[config.mk]
export PLATFORM = sky130hd
export DESIGN_NAME = bit_deser16
export DESIGN_NICKNAME = d
export VERILOG_FILES = /design/src/rtl/bit_deser16.sv
export SDC_FILE = /design/constraint.sdc
export NUM_CORES = 1
export LEC_CHECK = 0
export ABC_AREA = 1
export CORE_ASPECT_RATIO = 0.5
export CORE_MARGIN = 2
export CORE_UTILIZATION = 45
export DETAILED_ROUTE_END_ITERATION = 10
export PLACE_DENSITY = 0.69
export SKIP_LAST_GASP = 1
export SLEW_MARGIN = 20
export SYNTH_ARGS = -nofsm -noshare
export SYNTH_HDL_FRONTEND = slang
export SYNTH_SLANG_ARGS = --single-unit
[constraint.sdc]
create_clock -name clk -period 3.6 [get_ports clk]
set_clock_uncertainty 0.05 [all_clocks]
set_input_delay 0.9 -clock clk [delete_from_list [all_inputs] [get_ports clk]]
set_output_delay 0.9 -clock clk [all_outputs]
set_load 0.02 [all_outputs]
[src/rtl/bit_deser16.sv]
// Serial-to-parallel receiver: assembles a qualified bit stream into an index-ordered word after a start strobe.
// Optional even-parity check enabled by defining BIT_DESER16_PARITY_EN.
module bit_deser16 #(
    parameter int unsigned WIDTH = 16,
    parameter int unsigned CNT_W = 4
) (
    input  logic             clk,
    input  logic             reset,
    input  logic             start,
    input  logic             in_en,
    input  logic             in_bit,
    output logic [0:WIDTH-1] out,
    output logic             valid,
    output logic             busy
`ifdef BIT_DESER16_PARITY_EN
    ,
    output logic             parity_err
`endif
);

    typedef enum logic [1:0] {
        ST_IDLE   = 2'd0,
        ST_SHIFT  = 2'd1,
        ST_PARITY = 2'd2,
        ST_DONE   = 2'd3
    } state_t;

`ifdef BIT_DESER16_PARITY_EN
    localparam state_t ST_AFTER_SHIFT = ST_PARITY;
`else
    localparam state_t ST_AFTER_SHIFT = ST_DONE;
`endif

    state_t             r_state;
    state_t             w_state_nxt;
    logic [CNT_W-1:0]   r_count;
    logic [CNT_W-1:0]   w_count_nxt;
    logic [0:WIDTH-1]   r_out;
    logic [0:WIDTH-1]   w_out_nxt;
    logic               r_valid;
    logic               r_busy;
    logic               w_last;
`ifdef BIT_DESER16_PARITY_EN
    logic               r_perr;
    logic               w_perr_nxt;
`endif

    assign w_last = (r_count == CNT_W'(WIDTH - 1));

    // Next-state and datapath update
    always_comb begin
        w_state_nxt = r_state;
        w_count_nxt = r_count;
        w_out_nxt   = r_out;
`ifdef BIT_DESER16_PARITY_EN
        w_perr_nxt  = r_perr;
`endif
        case (r_state)
            ST_IDLE, ST_DONE: begin
                // DONE falls back to IDLE unless a new word starts immediately
                w_state_nxt = (r_state == ST_DONE) ? ST_IDLE : ST_IDLE;
                if (start) begin
                    w_state_nxt = ST_SHIFT;
                    w_count_nxt = '0;
                    w_out_nxt   = '0;
`ifdef BIT_DESER16_PARITY_EN
                    w_perr_nxt  = 1'b0;
`endif
                end
            end
            ST_SHIFT: begin
                if (in_en) begin
                    w_out_nxt[r_count] = in_bit;
                    if (w_last) begin
                        w_state_nxt = ST_AFTER_SHIFT;
                    end else begin
                        w_count_nxt = r_count + CNT_W'(1);
                    end
                end
            end
`ifdef BIT_DESER16_PARITY_EN
            ST_PARITY: begin
                if (in_en) begin
                    w_perr_nxt  = (^r_out) ^ in_bit;
                    w_state_nxt = ST_DONE;
                end
            end
`endif
            default: begin
                w_state_nxt = ST_IDLE;
            end
        endcase
    end

    // State and output registers; valid/busy track the state being entered
    always_ff @(posedge clk) begin
        if (reset) begin
            r_state <= ST_IDLE;
            r_count <= '0;
            r_out   <= '0;
            r_valid <= 1'b0;
            r_busy  <= 1'b0;
`ifdef BIT_DESER16_PARITY_EN
            r_perr  <= 1'b0;
`endif
        end else begin
            r_state <= w_state_nxt;
            r_count <= w_count_nxt;
            r_out   <= w_out_nxt;
            r_valid <= (w_state_nxt == ST_DONE);
            r_busy  <= (w_state_nxt == ST_SHIFT);
`ifdef BIT_DESER16_PARITY_EN
            r_perr  <= w_perr_nxt;
`endif
        end
    end

    assign out   = r_out;
    assign valid = r_valid;
    assign busy  = r_busy;
`ifdef BIT_DESER16_PARITY_EN
    assign parity_err = r_perr;
`endif

endmodule
# Yosys cells after proc, flatten, opt, wreduce, memory -nomap -nowiden
# Index checks and enable logic that the tools add are counted.
[totals] output_inout_bits=18 elab_cells=37 register_bits=24
[classes] add_sub_neg=1 n_eq_ne=8 reduce_logical=6 muxes=14 n_lt_le_gt_ge=2 n_bitwise=1
[op_table] operator="$mux W16" count=2
[op_table] operator="$pmux W16 S2" count=1
[op_table] operator="$bwmux W16" count=1
[op_table] operator="$mux W4" count=3
[op_table] operator="$pmux W4 S2" count=1
[op_table] operator="$ne A2 B2 Y1 const B" count=3
[op_table] operator="$ge A5 B5 Y1 const B" count=1
[op_table] operator="$lt A5 B1 Y1 const B" count=1
[op_table] operator="$not A4 Y5" count=1
[op_table] operator="$add A4 B1 Y4 const B" count=1
[op_table] operator="$demux W1 S4" count=1
[op_table] operator="$eq A2 B1 Y1 const B" count=2
[op_table] operator="$eq A2 B2 Y1 const B" count=2
[op_table] operator="$eq A4 B4 Y1 const B" count=1
[op_table] operator="$mux W2" count=2
[op_table] operator="$pmux W2 S2" count=1
[op_table] operator="$reduce_and A4 Y1" count=1
[op_table] operator="$reduce_and A3 Y1" count=1
[op_table] operator="$logic_not A2 Y1" count=1
[op_table] operator="$mux W1" count=2
[op_table] operator="$reduce_bool A2 Y1" count=1
[op_table] operator="$reduce_or A2 Y1" count=1
[op_table] operator="$logic_and A1 B1 Y1" count=1

# Depth between registers and ports, before layout
[logic_depth] ltp_word=8 ltp_mapped=10 depth_no_buf=9

# Worst setup path after synthesis
# OpenSTA, ideal clock, no wires.
[synth_timing] path_type="in2reg" start="in reset" end="reg r_count[1]" setup_slack_ns=1.859 path_stages=3 required_ns=3.406 arrival_time_ns=1.547 path_cell_list="buf_2 -> buf_1 -> a21oi_1"
[synth_lines] element="start, declared" line_no="8" rtl="input logic reset,"
[synth_lines] element="end signal, assigned" line_no="108" rtl="r_count <= w_count_nxt;"
[synth_lines] element="end, declared" line_no="36" rtl="logic [CNT_W-1:0] r_count;"
# No word-level cell between the ends.

# Worst setup path after layout
[layout_timing] start="reg r_out, in the netlist out[6]" end="out out[6] in the netlist's numbering"
[layout_lines] element="start, declared" line_no="38" rtl="logic [0:WIDTH-1] r_out;"
[layout_lines] element="start signal, assigned" line_no="109" rtl="r_out <= w_out_nxt;"
[layout_lines] element="end, declared" line_no="12" rtl="output logic [0:WIDTH-1] out,"
# No word-level cell between the ends.

==> metrics.yaml <==
seq_area_frac_synth: 0.335
arrival_ns: 1.22
drv_cap: 0
cp_slowest_cell: "clkdlybuf4s50_1"
synth_seq_cells: 24
drc: 0
diodes: 0
hp-start: "out[5]"
synth_top_area_cell: "dfxtp_1"
drt_iter0_drc: 89
syn-instance-count: 211
finalWorstSetupSlack_ns: 1.43
hold_path_depth: 2
cts_num_sinks: 24
cts_resized: 0
synth_top_cell_area_share: 0.335
clock_latency_ns: 0.27
numCtsBuffers: 3
final_cell_mix: "nand2_1, inv_1, dfxtp_1, clkdlybuf4s50_1, nand3_1"
synth_nets: 223
hold_end: "out[5]"
drive_gt1_frac: 0.135
tightest_slew_ns: 0.802
leakagePower_uw: 0.000754
timing.slew.headroom: 0.465
tns_ns: 0
power_density_nw_per_um2: 300
finalSetupViolations: 0
dp_hpwl_um: 2070
grt_overflow: 0
syn_area_per_cell_um2: 6.80
min_period_over_period: 0.602
final_common_cell: "nand2_1"
fp.dieW_um: 83.8
r2r-start: "r_state[1]"
nNetsFinal: 243
final_cell_area_um2: 1700
htreeDepth: 1
pre_cts_ws_ns: 1.27
cp-end-kind: "primary output"
fin_crit_ns: 2.17
clockBufferDepth: 2
ys_types: 20
run_status: "finished, final reports clean"
antenna_found_initial: 0
worstSetupPathType: "reg2out"
grt_usage: 0.168
min_path_type: "reg2reg"
syn2layout_area_growth_pct: 18.8
dieArea_um2: 3680
grt_pass1_vias: 1106
critical_path.top_delay_family: "buffers and inverters"
path_cells: "clkdlybuf4s50_1"
postCtsHoldBufs: 0
start_util: 0.476
ioPinCount: 23
via_per_inst: 4.75
path_buf_inv: 1
grt_pass1_wl_um: 4930
cts-root-buf: "clkbuf_8"
cts_setup_buffers: 0
start_kind: "register"
r2r_end: "out[6]"
vias: 1278
drt_pass1_iterations: 4
rsz0062_at_grt: "false"
cts_tree: "built"
die_h_um: 43.9
fmax_ghz: 0.461
vdd_drop_max_v: 0.000226
fin_cells: 269
portBuffers: 22
r2r_slack_ns: 1.48
grt_max_degree: 24
drv_slew: 0
finalPower_uw: 512
synthesis.area_um2: 1430
synth_area_leaders: "dfxtp_1, nand2_1, inv_1, a21oi_2, ha_1"
reg2reg_depth: 6
wl_per_cell_um: 10.5
rows: 14
gp_congestion: 0.780
nFillCells: 306
dpl-instance-area_um2: 1660
dp.cells: 266
clkTransAtPathRegs_ns: 0.08
core_um2: 3010
final_hold_viol_count: 0
ant_nets: 0
cpPeakStageDelay_ns: 0.61
yosysWarningCount: 0
critPathMaxFanout: 2
routed_wl_um: 2820
cp.required_ns: 2.65
[metrics by stage]
stage,utilization,hold slack [ns]
4_1_cts,0.566,0.415
3_5_place_dp,0.552,0.403
2_1_floorplan,-,0.434
6_report,0.566,0.413
5_1_grt,0.566,0.441
3_3_place_gp,0.552,0.399
[flip-flops by register name, summed over array words and instances (netlist names)]
name / flops
valid: 1
r_state: 2
busy: 1
out: 16
r_count: 4
[worst max-delay path by stage]
stage,start,to,slack (ns),cells after the start
4_1_cts,out[6],out[6],1.42,1
3_5_place_dp,start,out[6],1.27,7
3_3_place_gp,in_en,out[7],1.29,7
2_1_floorplan,reset,r_count[1],1.86,3
5_1_grt,r_state[1],out[5],1.30,6
6_report,out[6],out[6],1.43,1
[synthesized netlist by cell type, drive strengths merged]
cell type  count
nand2         81
inv           31
dfxtp         24
a21oi         21
nand3         14
nor2          14
buf            8
ha             7
o21ai          6
nand4          3
nor3           1
o21bai         1
[kinds of logic after synthesis]
group | share of synthesized area
AOI/OAI and AO/OA | 0.134
DFF | 0.335
and+or+nand+nor | 0.355
adders and majority gates | 0.0611
buffers and inverters | 0.115
[per-layer routing]
metal | track usage | up-vias | share of wire
met3 | 0.0495 | 2 | 0.047
met2 | 0.278 | 24 | 0.43
met1 | 0.222 | 568 | 0.52
met5 | 0 | - | 0
li1 | - | 684 | -
met4 | 0.0387 | 0 | 0.0039
[power breakdown]
part           switching (uW)  internal (uW)  leakage (uW)  total [uW]
Sequential               2.44            268      0.000194         271
Clock                    84.2           75.0     0.0000216         159
Combinational            54.6           27.4      0.000539        82.0
Total                     141            371      0.000754         512
[final cells by class]
| cell class | count | area [um^2] | area share |
|---|---|---|---|
| Tap cell | 40 | 50.0 | 0.0294 |
| Inverter | 31 | 116 | 0.0683 |
| Clock buffer | 3 | 41.3 | 0.0242 |
| Multi-Input combinational cell | 148 | 788 | 0.463 |
| Timing Repair Buffer | 23 | 228 | 0.134 |
| Sequential cell | 24 | 480 | 0.282 |
No activity file was read; power rests on OpenSTA's default activity.
